`src/rtl/reg_write_arbiter_pkg.sv`:
```
// Shared processor constants for the register-file write arbiter.
package reg_write_arbiter_pkg;
    localparam int NUM_REQ = 4;
    localparam int ADDR_W  = 5;
    localparam int DATA_W  = 32;
    localparam int IDX_W   = 2;

    localparam logic [ADDR_W-1:0] ZERO_REG = 5'd0;

    // Round-robin successor of a granted index; wraps naturally in IDX_W bits.
    function automatic logic [IDX_W-1:0] next_ptr(input logic [IDX_W-1:0] idx);
        return idx + IDX_W'(1);
    endfunction
endpackage

```
`src/rtl/reg_write_arbiter_pick.sv`:
```
// Combinational round-robin pick: first set request at or after ptr_i.
module rr_priority_pick #(
    parameter int NUM_REQ = 4,
    parameter int IDX_W   = 2
) (
    input  logic [NUM_REQ-1:0] req_i,
    input  logic [IDX_W-1:0]   ptr_i,
    output logic [NUM_REQ-1:0] gnt_o,
    output logic [IDX_W-1:0]   idx_o
);
    logic             found;
    logic [IDX_W-1:0] cand;

    always_comb begin
        gnt_o = '0;
        idx_o = '0;
        found = 1'b0;
        cand  = '0;
        for (int k = 0; k < NUM_REQ; k++) begin
            cand = ptr_i + IDX_W'(k);
            if (!found && req_i[cand]) begin
                found       = 1'b1;
                gnt_o[cand] = 1'b1;
                idx_o       = cand;
            end
        end
    end
endmodule

```
`src/rtl/reg_write_arbiter.sv`:
```
// Round-robin arbiter funnelling four write requesters into one register-file write port.
module reg_write_arbiter #(
    parameter int NUM_REQ = reg_write_arbiter_pkg::NUM_REQ,
    parameter int ADDR_W  = reg_write_arbiter_pkg::ADDR_W,
    parameter int DATA_W  = reg_write_arbiter_pkg::DATA_W
) (
    input  logic                           Clk,
    input  logic                           Rst,
    input  logic                           Stall,
    input  logic [NUM_REQ-1:0]             Req,
    input  logic [NUM_REQ-1:0][ADDR_W-1:0] ReqAddr,
    input  logic [NUM_REQ-1:0][DATA_W-1:0] ReqData,
    output logic [NUM_REQ-1:0]             Gnt,
    output logic [$clog2(NUM_REQ)-1:0]     Sel,
    output logic                           WrEn,
    output logic [ADDR_W-1:0]              WrAddr,
    output logic [DATA_W-1:0]              WrData
);
    import reg_write_arbiter_pkg::*;

    localparam int SEL_W = $clog2(NUM_REQ);

    logic [SEL_W-1:0]   ptr_q, ptr_d;
    logic [SEL_W-1:0]   sel_q, sel_d;
    logic               wr_en_q, wr_en_d;
    logic [ADDR_W-1:0]  wr_addr_q, wr_addr_d;
    logic [DATA_W-1:0]  wr_data_q, wr_data_d;

    logic [NUM_REQ-1:0] req_eff;
    logic [SEL_W-1:0]   pick_idx;
    logic               xfer;

    // Stall and reset mask requests before the pick, so Gnt drops to zero without extra gating.
    assign req_eff = Req & {NUM_REQ{~Stall & Rst}};

    rr_priority_pick #(
        .NUM_REQ (NUM_REQ),
        .IDX_W   (SEL_W)
    ) u_pick (
        .req_i (req_eff),
        .ptr_i (ptr_q),
        .gnt_o (Gnt),
        .idx_o (pick_idx)
    );

    assign xfer = |Gnt;

    always_comb begin
        ptr_d     = ptr_q;
        sel_d     = sel_q;
        wr_en_d   = 1'b0;
        wr_addr_d = wr_addr_q;
        wr_data_d = wr_data_q;
        if (xfer) begin
            ptr_d     = next_ptr(pick_idx);
            sel_d     = pick_idx;
            wr_addr_d = ReqAddr[pick_idx];
            wr_data_d = ReqData[pick_idx];
            // A write aimed at $zero still consumes the grant, it just never reaches the file.
            wr_en_d   = (ReqAddr[pick_idx] != ZERO_REG);
        end
    end

    always_ff @(posedge Clk or negedge Rst) begin
        if (!Rst) begin
            ptr_q     <= '0;
            sel_q     <= '0;
            wr_en_q   <= 1'b0;
            wr_addr_q <= '0;
            wr_data_q <= '0;
        end else begin
            ptr_q     <= ptr_d;
            sel_q     <= sel_d;
            wr_en_q   <= wr_en_d;
            wr_addr_q <= wr_addr_d;
            wr_data_q <= wr_data_d;
        end
    end

    assign Sel    = sel_q;
    assign WrEn   = wr_en_q;
    assign WrAddr = wr_addr_q;
    assign WrData = wr_data_q;
endmodule

```
`config.mk`:
```
export PLATFORM = sky130hd
export DESIGN_NAME = reg_write_arbiter
export DESIGN_NICKNAME = d
export VERILOG_FILES = /design/src/rtl/reg_write_arbiter_pkg.sv /design/src/rtl/reg_write_arbiter_pick.sv /design/src/rtl/reg_write_arbiter.sv
export SDC_FILE = /design/constraint.sdc
export NUM_CORES = 1
export LEC_CHECK = 0
export ABC_AREA = 1
export ABC_CLOCK_PERIOD_IN_PS = 5330
export CAP_MARGIN = 40
export CORE_UTILIZATION = 35
export CTS_CLUSTER_DIAMETER = 80
export DETAILED_ROUTE_END_ITERATION = 10
export PLACE_DENSITY_LB_ADDON = 0.15
export SYNTH_ARGS = -nofsm -noshare
export SYNTH_HDL_FRONTEND = slang
export SYNTH_SLANG_ARGS = --single-unit
```
`constraint.sdc`:
```
create_clock -name Clk -period 5.33 [get_ports Clk]
set_input_delay 1.066 -clock Clk [delete_from_list [all_inputs] [get_ports Clk]]
set_output_delay 1.066 -clock Clk [all_outputs]
set_load 0.01 [all_outputs]
```
### After elaboration in Yosys (flattened, before gate mapping)

Index checks and enable logic that the tools add are counted.

* flip-flop bits (word level): 42
* bits of input ports: 155
* output and inout bits: 44
* word-level logic and storage cells: 68

* $add $sub $neg: 4
* $lt $le $gt $ge: 9
* mux-type cells: 32
* bitwise gates (word level): 6
* reduce and logical (&&, ||, !) cells: 12

Operator list (count)
* 32-bit binary-select mux with 2-bit select: 1
* 32-bit two-way mux: 1
* 4-bit two-way mux: 4
* 2-bit by 3-bit < comparator with 1-bit output, second input constant: 5
* 1-bit two-way mux: 12
* 4-bit bitwise OR: 3
* 5-bit binary-select mux with 2-bit select: 1
* 1-bit binary-select mux with 2-bit select: 4
* 1-bit demux with 2-bit select: 4
* 2-bit by 1-bit >= comparator with 1-bit output, second input constant: 4
* 2-bit two-way mux: 4
* 1-bit logical AND: 7
* 5-bit two-way mux: 1
* 5-bit nonzero test: 1
* 2-bit by 1-bit adder with 2-bit output, second input constant: 2
* 2-bit adder, second input constant: 2
* 4-bit AND: 1
* 4-bit OR reduction: 1
* 1-bit zero test: 3
* 1-bit AND: 1
* 1-bit NOT: 1

### Logic depth before layout (Yosys ltp)

Gate-level depths: netlist of run 1.

* depth in word-level cells: 19
* depth in mapped cells: 18
* mapped depth without buffers: 16

### Cells and area by module

From an unflattened synthesis of run 1, not the netlist that was laid out.

* cells, all modules: 478
* area total of the unflattened synthesis: 3084.2 µm²

Modules (own cells, without submodules)
* reg_write_arbiter: instances 1, cells each 405, area each 2645.0 µm², sequential area each 1051.0 µm²
* rr_priority_pick: instances 1, cells each 73, area each 439.2 µm², sequential area each 0.0 µm²

### Worst setup path before layout of run 1

No wires, ideal clock.

* path kind: input port to output port
* start point: in Rst
* end point: out Gnt[0]
* data arrival time: 2058 ps
* required time: 4264 ps
* path slack: 2206 ps
* stages: 8
* cell sequence: buf_6 nand3_2 nand2_1 nand3_1 nand2_2 nor2_4 nand3_2 o21ai_1

* longest elaborated chain between the ends: 14

RTL lines
* from (decl): RTL line reg_write_arbiter.sv:8 `input logic Rst,`
* 1-bit AND *: RTL line reg_write_arbiter.sv:34 `assign req_eff = Req & {NUM_REQ{~Stall & Rst}};`
* 4-bit AND *: RTL line reg_write_arbiter.sv:34
* 1-bit binary-select mux with 2-bit select: RTL line reg_write_arbiter_pick.sv:21 `if (!found && req_i[cand]) begin`
* 1-bit two-way mux (implied by the code): RTL line reg_write_arbiter_pick.sv:21
* 1-bit two-way mux: RTL line reg_write_arbiter_pick.sv:21
* 1-bit zero test: RTL line reg_write_arbiter_pick.sv:21
* 1-bit logical AND: RTL line reg_write_arbiter_pick.sv:21
* 1-bit two-way mux: RTL line reg_write_arbiter_pick.sv:21
* 1-bit zero test: RTL line reg_write_arbiter_pick.sv:21
* 1-bit logical AND: RTL line reg_write_arbiter_pick.sv:21
* 1-bit two-way mux: RTL line reg_write_arbiter_pick.sv:21
* 1-bit zero test: RTL line reg_write_arbiter_pick.sv:21
* 1-bit logical AND: RTL line reg_write_arbiter_pick.sv:21
* 4-bit two-way mux *: RTL line reg_write_arbiter_pick.sv:21
* to (decl): RTL line reg_write_arbiter.sv:13 `output logic [NUM_REQ-1:0] Gnt,`

Mark *: on every way between the ends. The rest lies on a longest branch, timed or not. The select of a mux whose other input is x is not followed.

### Worst setup path in the final report of run 1

* start point: in Stall
* end point: out Gnt[0]

* longest elaborated chain between the ends: 15

RTL lines
* from (decl): RTL line reg_write_arbiter.sv:9 `input logic Stall,`
* 1-bit NOT *: RTL line reg_write_arbiter.sv:34
* 1-bit AND *: RTL line reg_write_arbiter.sv:34
* 4-bit AND *: RTL line reg_write_arbiter.sv:34
* 1-bit binary-select mux with 2-bit select: RTL line reg_write_arbiter_pick.sv:21
* 1-bit two-way mux (implied by the code): RTL line reg_write_arbiter_pick.sv:21
* 1-bit two-way mux: RTL line reg_write_arbiter_pick.sv:21
* 1-bit zero test: RTL line reg_write_arbiter_pick.sv:21
* 1-bit logical AND: RTL line reg_write_arbiter_pick.sv:21
* 1-bit two-way mux: RTL line reg_write_arbiter_pick.sv:21
* 1-bit zero test: RTL line reg_write_arbiter_pick.sv:21
* 1-bit logical AND: RTL line reg_write_arbiter_pick.sv:21
* 1-bit two-way mux: RTL line reg_write_arbiter_pick.sv:21
* 1-bit zero test: RTL line reg_write_arbiter_pick.sv:21
* 1-bit logical AND: RTL line reg_write_arbiter_pick.sv:21
* 4-bit two-way mux *: RTL line reg_write_arbiter_pick.sv:21

Marks and branches as above.

==> results, run 1 <==
- The flow ran to the end, and the final reports show no timing, DRC or antenna violations.
- STA classifies the critical path startpoint as a primary input.
- After floorplanning, the core was divided into 35 placement rows.
- The minimum setup slack among reg-to-reg paths is roughly 1.7 ns.
- The final hold violation count is 0.
- The slew at the pin closest to its max-slew limit is 0.726 ns.
- The synthesized instance count is 490.
- The share of synthesized area occupied by flip-flops and latches is 0.318.
- sky130_fd_sc_hd__nand2_1 is the most common cell in the netlist.
- In the post-synthesis netlist, the biggest area contributors are sky130_fd_sc_hd__dfrtp_1, sky130_fd_sc_hd__nand2_1, sky130_fd_sc_hd__nor2_1.
- The most critical setup path has its startpoint at Stall.
- Registers take roughly 0.0011 mm2.
- On the critical path, the stage with the largest delay is an instance of sky130_fd_sc_hd__clkdlybuf4s50_1.
- Summed over all layers, the global routing overflow is 0.
- The number of port buffers is 198.
- The final layout contains routed wiring with a total length of approximately 11 mm.
- The vertical die dimension is 99.2 um.
- The later pin in the worst-skew pair is clocked with a latency of 0.29 ns.
- The antenna diode count is 0.
- From left edge to right edge, the die measures 99.2 um.
- Of all nets on the critical path, the largest fanout is 10.
- The routed wire length per instance is 14.6 um.
- The min-delay analysis places its worst path in the category reg2reg.
- The worst register-to-register path has a depth of 15.
- The synthesized-area fraction occupied by ao, oa, aoi and oai cells is 0.190.
- The clock-pin slew on the worst setup and hold paths is 0.08 ns.
- Of all flip-flops after synthesis, the portion carrying an async set or reset was 1.00.
- The startpoint identified for the worst register-to-register timing path is ptr_q[0].
- In this run the standard cell core region covers 0.00920 mm2.
- Entering global routing, the biggest net connects 77 pins.
- For this configuration, the core starts out at a cell density of 0.359.
- Setup repair after global routing left no endpoint under its margin.
- The TritonCTS sink count is 42.
- In this run the critical register-to-register path is captured at WrEn.
- Setup violations remaining at the end of the flow were counted as 0.
- The half-perimeter wire length of the detailed placement result is 8.11 mm.
- By area, the combinational part of the netlist is dominated by simple AND/OR/NAND/NOR gates.
- The count of cells resized by post-cts repair is 0.
- The period utilization is 0.797.
- Measured against its own limit, the worst slew margin works out to 0.516.
- The number of nets still failing antenna checks after routing is 0.
- After routing, the total negative slack on setup checks comes to 0 ns.
- After synthesis the cells add up to 0.00331 mm2.
- The total of warnings raised by yosys is 0.
- The total number of nets in the final design is 830.
- The area added between synthesis and finish is 60.0%.
- The count of pins over their slew limit is 0.
- The average vias per placed instance is slightly above 5.
- In this run the count of I/O pins placed on the die edge is 199.
- The total of max-cap violations is 0.
- The die area is about 0.01 mm2.
- For this design, the CTS-stage hold fixing added 0 buffers.
- After filler insertion, the fill cell instance count of the layout stands at 902.
- The post-synthesis register bit count is 42.
- The initial antenna violation count is 0.
- After the first detailed-routing iteration, the DRC count stood at 114.
- The highest achievable clock rate is ~240 MHz.
- For the final database, setup skew stands at 0.00914 ns.
- The number of flops mapped to enable cells by yosys is 0.
- The data arrival time at the worst-slack endpoint is 3.18 ns.
- The number of buffers on the longest clock path is 2.
- Of the total synthesized cell area, the portion taken by full adders, half adders and majority gates is 0.0303.
- The via count of the first global-routing pass came to 3725.
- Ranked by instance count, the synthesized netlist is headed by sky130_fd_sc_hd__nand2_1, sky130_fd_sc_hd__nor2_1, sky130_fd_sc_hd__o21ai_0.
- The first global-routing pass estimated 17.9 mm of wire.
- Before antenna repair, the detailed router went through 4 iterations.
- Along the worst hold path, the cell count comes to 2.
- The detailed-route DRC error count is 0.
- The most used flip-flop cell after synthesis is sky130_fd_sc_hd__dfrtp_1.
- At the worst endpoint, the required time is 4.26 ns.
- The XOR/XNOR share of the synthesized area is 0.
- The category of the critical setup timing path is in2out.
- TritonCTS built the clock tree.
- The startpoint identified for the worst hold timing path is WrData[14].
- Of the post-synthesis cell area, the dominant cell type holds 0.318.
- Counting every net in the synthesized netlist gives 653.
- The number of H-tree levels is 2.
- The area used by multi-input combinational logic is roughly 0.0020 mm2.
- The mean instance size in the synthesized netlist is 6.75 um2.
- The kind of end point of the critical path is an output port.
- The post-CTS setup buffer count is 0.
- The portion of synthesized area spent on multiplexers is 0.
- The simple-gate portion of the synthesized area is 0.370.
- The count of distinct cell types in the synthesized netlist is 26.
- Of the cells placed in the final design, the portion with a size suffix greater than 1 is 0.0570.
- At the end of routability-driven placement, the weighted congestion stood at 0.767.
- The TritonCTS buffer count is 5.
- The maximum cell stage delay along the critical path is 0.57 ns.
- The global-route total usage across every layer is 0.226.
- The tree is rooted in a sky130_fd_sc_hd__clkbuf_8.
- The total number of vias is 3929.
- Walking the worst path, the cells encountered are clkdlybuf4s50_1 > inv_2 > nand3_1 > nand2_1 > nand3_1 > nand2_2 > nor2_4 > nand3_2 > o21ai_1 > clkdlybuf4s50_1.
- The final critical-path required period is ~4.2 ns.
- The largest total area in the synthesized netlist belongs to sky130_fd_sc_hd__dfrtp_1.
- The worst hold path terminates at WrData[14].
-- per-stage QoR --
stage                     std cells  setup slack (ns)  instance area [um2]  hold WS, ns  utilization
after CTS                       778              1.06                 5290        0.486        0.575
after global routing            778             0.876                 5290        0.498        0.575
after floorplan                 490              2.21                 3310        0.506            -
after detailed placement        771              1.06                 5210        0.464        0.567
final                           778              1.08                 5290        0.481        0.575
after global placement          771              1.12                 5210        0.456        0.567
-- logic make-up after synthesis --
| logic type | after synthesis |
|---|---|
| AND/OR/NAND/NOR | 276 |
| adder cells (fa/ha/maj) | 8 |
| buffers and inverters | 47 |
| AO/OA/AOI/OAI | 117 |
| flip-flops | 42 |
-- cell usage in the layout, fill, tap and decap left out, drive strengths merged --
cell | Yosys | routed
clkdlybuf4s50 | 0 | 197
inv | 13 | 13
clkinvlp | 0 | 1
buf | 29 | 6
nor2 | 72 | 72
o21a | 1 | 1
a21oi | 4 | 4
clkinv | 1 | 1
o22ai | 32 | 32
clkbuf | 4 | 6
nand2 | 151 | 151
dfrtp | 42 | 42
ha | 8 | 8
o21ai | 80 | 80
nand3 | 45 | 45
nand4 | 8 | 8
-- final cells by class --
type | instances | share of cell area
Timing Repair Buffer | 203 | 0.381
Tap cell | 111 | 0.0263
Clock inverter | 1 | 0.00142
Clock buffer | 6 | 0.0137
Inverter | 14 | 0.0104
Multi-Input combinational cell | 401 | 0.369
Sequential cell | 42 | 0.199
-- layer usage --
layer / wire length, um / track usage
met1: 4930 / 0.282
met2: 5420 / 0.396
met3: 898 / 0.0555
met4: 93 / 0.0486
met5: 0 / 0
-- worst max-delay path by stage --
stage	to	slack, ns	depth (start not counted)
detailed placement	Gnt[0]	1.06	10
floorplan	Gnt[0]	2.21	8
finish	Gnt[0]	1.08	10
CTS	Gnt[0]	1.06	10
global route	Gnt[2]	0.88	9
global placement	Gnt[3]	1.12	10
-- sequential cells by signal (all words and copies together) (netlist names) --
register	flops
WrAddr	5
Sel	2
ptr_q	2
WrData	32
WrEn	1
-- worst max-delay path, delay by kind of cell --
kind | cells | cell delay (ns)
AND/OR/NAND/NOR | 6 | 0.75
buffers and inverters | 3 | 1.16
AO/OA/AOI/OAI | 1 | 0.21
Power of run 1 is not shown: default switching activity piles up to over one toggle a cycle in this logic, so the estimate is an artifact.
==> run 2, diff against run 1 <==
Settings changed: ABC_CLOCK_PERIOD_IN_PS 5330 to 3800.
Clock period 5.33 ns to 3.8 ns, I/O delays scaled along.
==> run 2 against run 1 <==
Net effect: clock skew down 0.0018 ns; register-to-register slack got worse by 0.84 ns; cell area up 1.6%; sequential share of layout area decreased by 0.32 points; critical path depth is the same; worst setup slack got worse by 0.98 ns; largest cell class unchanged; global-route usage grew 0.45 points; sequential cell count unchanged; cell count is 1.2% higher; via count is 2.5% higher.
==> results, run 2 (synthesis results as in run 1) <==
- The flow ran to the end, and the final reports show no timing, DRC or antenna violations.
- The endpoint of the worst-slack reg-to-reg timing path is WrData[28].
- The area of placed instances is around 0.0053 mm2.
- The smallest clock period supported by the final layout is computed as 3.70 ns.
- Counting every sink on the clock net gives 42.
- The startpoint identified for the worst hold timing path is Sel[0].
- The via count of the first global-routing pass came to between 3k and 4k.
- In the final layout, the share of cells above drive strength 1 is 0.0725.
- Pin placement for this block handled 199 I/O pins.
- Counting instances, the worst hold path has a depth of 2.
- The worst setup path is captured at an output port.
- The number of buffers on the longest clock path is 2.
- The die covers between 0.009 and 0.01 mm2.
- The flip-flop and latch area is around 0.0011 mm2.
- Dividing the final minimum period by the clock period gives 0.973.
- The cell row count is 35.
- The number of antenna diodes in the final layout is 0.
- The highest achievable clock rate is 271 MHz.
- The total of max-cap violations is 0.
- In the final routed layout, each cell accounts on average for 14.7 um.
- After filler insertion, the fill cell instance count of the layout stands at just under 900.
- The first global-routing pass estimated roughly 18 mm of wire.
- In this run, post-CTS hold repair placed 0 buffers.
- The final hold violation count is 0.
- At the pin with the least slew margin, the transition time is around 0.55 ns.
- The post-route clock skew is 0.00737 ns.
- The number of nets still failing antenna checks after routing is 0.
- The clock-pin slew on the worst setup and hold paths is about 0.090 ns.
- The tightest slew margin relative to the limit is 0.630.
- By startpoint and endpoint, the worst setup path is classified as in2out.
- CTS built an H-tree with a depth of 2.
- The clock latency on the worst-skew pair is 0.29 ns.
- The clock tree from TritonCTS is built.
- Once detailed placement completed, the half-perimeter wirelength came to between 8 and 9 mm.
- The initial antenna violation count is 0.
- For this block, the initial DRC count from the detailed router was 146.
- The most critical setup path has its startpoint at Stall.
- The floorplan die width is 99.2 um.
- The number of port buffers is between 150 and 200.
- The standard cell core area is 0.00920 mm2.
- Entering global routing, the biggest net connects 77 pins.
- Setup repair after global routing could not meet its margin everywhere.
- The average vias per placed instance is roughly 5.1.
- The sum of overflow across all layers after global routing is 0.
- Of all nets on the critical path, the largest fanout is 10.
- Routability-driven placement finished with a final weighted congestion of 0.892.
- The data required time of the critical path is 3.04 ns.
- The minimum setup slack among reg-to-reg paths is about 0.89 ns.
- The path class of the tightest hold or removal check is reg2reg.
- The finished cells cover 0.00538 mm2.
- The first TritonRoute pass finished after 6 iterations.
- The count of pins over their slew limit is 0.
- Setup violations remaining at the end of the flow were counted as 0.
- The startpoint of the lowest-slack register-to-register path is ptr_q[1].
- The detailed-route DRC error count is 0.
- The root buffer cell is sky130_fd_sc_hd__clkbuf_8.
- For met3 alone, demand over resource in global routing was 0.0583.
- Relative to the synthesized area, the layout overhead comes to 62.6%.
- In the global route stage, met1 resource usage came out at 0.279.
- Counting cells, the worst reg-to-reg path comes to 14.
- The TritonCTS buffer count is 5.
- The net count of the finished layout is 838.
- The register with the most flip-flops in the layout has 32 of them.
- The most congested layer reported by global routing is met2.
- The count of cells resized by post-cts repair is 0.
- Summing all multi-input logic gate instances after layout gives 0.00196 mm2.
- For this configuration, the core starts out at a cell density of 0.359.
- The routed design has 11.6 mm of wire.
- In the global route stage, met2 resource usage came out at 0.414.
- The top cell types in the final layout, fill and taps aside, are sky130_fd_sc_hd__clkdlybuf4s50_1, sky130_fd_sc_hd__nand2_1, sky130_fd_sc_hd__nor2_1.
- The end point of the most critical hold path is Sel[0].
- The leading cell type in the layout, fill and taps excluded is sky130_fd_sc_hd__clkdlybuf4s50_1.
- The total number of vias is 4028.
- The worst setup path is launched from a primary input.
- Measured along the y axis, the die boundary spans 99.2 um.
- The global-route total usage across every layer is 0.231.
- The data arrival time at the worst-slack endpoint is 2.94 ns.
- The post-CTS setup buffer count is 0.
run 2: cell count changes in the layout (fill, tap and decap cells not counted), sizes merged:
| cell | before | now |
|---|---|---|
| clkinvlp | 1 | 0 |
| buf | 6 | 14 |
| clkinv | 1 | 3 |
run 2: worst max path at each step:
stage / endpoint / slack, ns / cells after the start
final: Gnt[0] / 0.10 / 10
after CTS: Gnt[2] / 0.17 / 10
after floorplan: Gnt[0] / 1.28 / 8
after global routing: Gnt[0] / -0.03 / 10
after detailed placement: Gnt[2] / 0.17 / 10
after global placement: Gnt[3] / 0.23 / 10
run 2: final cells by class:
| cell class | count | area share |
|---|---|---|
| clock buffers | 6 | 0.0135 |
| clock inverters | 2 | 0.00256 |
| inverters | 14 | 0.0102 |
| multi-input cells | 401 | 0.364 |
| flip-flops and latches | 42 | 0.195 |
| well taps | 111 | 0.0258 |
| repair buffers | 211 | 0.388 |
run 2: metal layers:
metal / up-vias / wire (um)
li1: 2009 / -
met1: 1855 / 4970
met2: 156 / 5620
met3: 8 / 895
met4: 0 / 97
met5: - / 0
run 2: worst max-delay path: stages:
cell and delay, ns:
sky130_fd_sc_hd__clkdlybuf4s50_1 0.49, sky130_fd_sc_hd__inv_2 0.10, sky130_fd_sc_hd__nand3_1 0.11, sky130_fd_sc_hd__nand2_1 0.07
sky130_fd_sc_hd__nand3_1 0.12, sky130_fd_sc_hd__nand2_2 0.12, sky130_fd_sc_hd__nor2_4 0.19, sky130_fd_sc_hd__nand3_2 0.16
sky130_fd_sc_hd__o21ai_1 0.24, sky130_fd_sc_hd__clkdlybuf4s50_1 0.58
run 2: per-stage QoR:
step                      std cells  setup TNS [ns]  hold WS (ns)   util  setup WS, ns
after floorplan                 490               0         0.464      -          1.28
after global placement          779               0         0.458  0.574         0.231
after detailed placement        779               0         0.463  0.574         0.169
after CTS                       787               0         0.484  0.584         0.167
after global routing            787         -0.0731         0.509  0.585       -0.0345
final                           787               0         0.480  0.585         0.103
Power of run 2 is left out for the same reason.
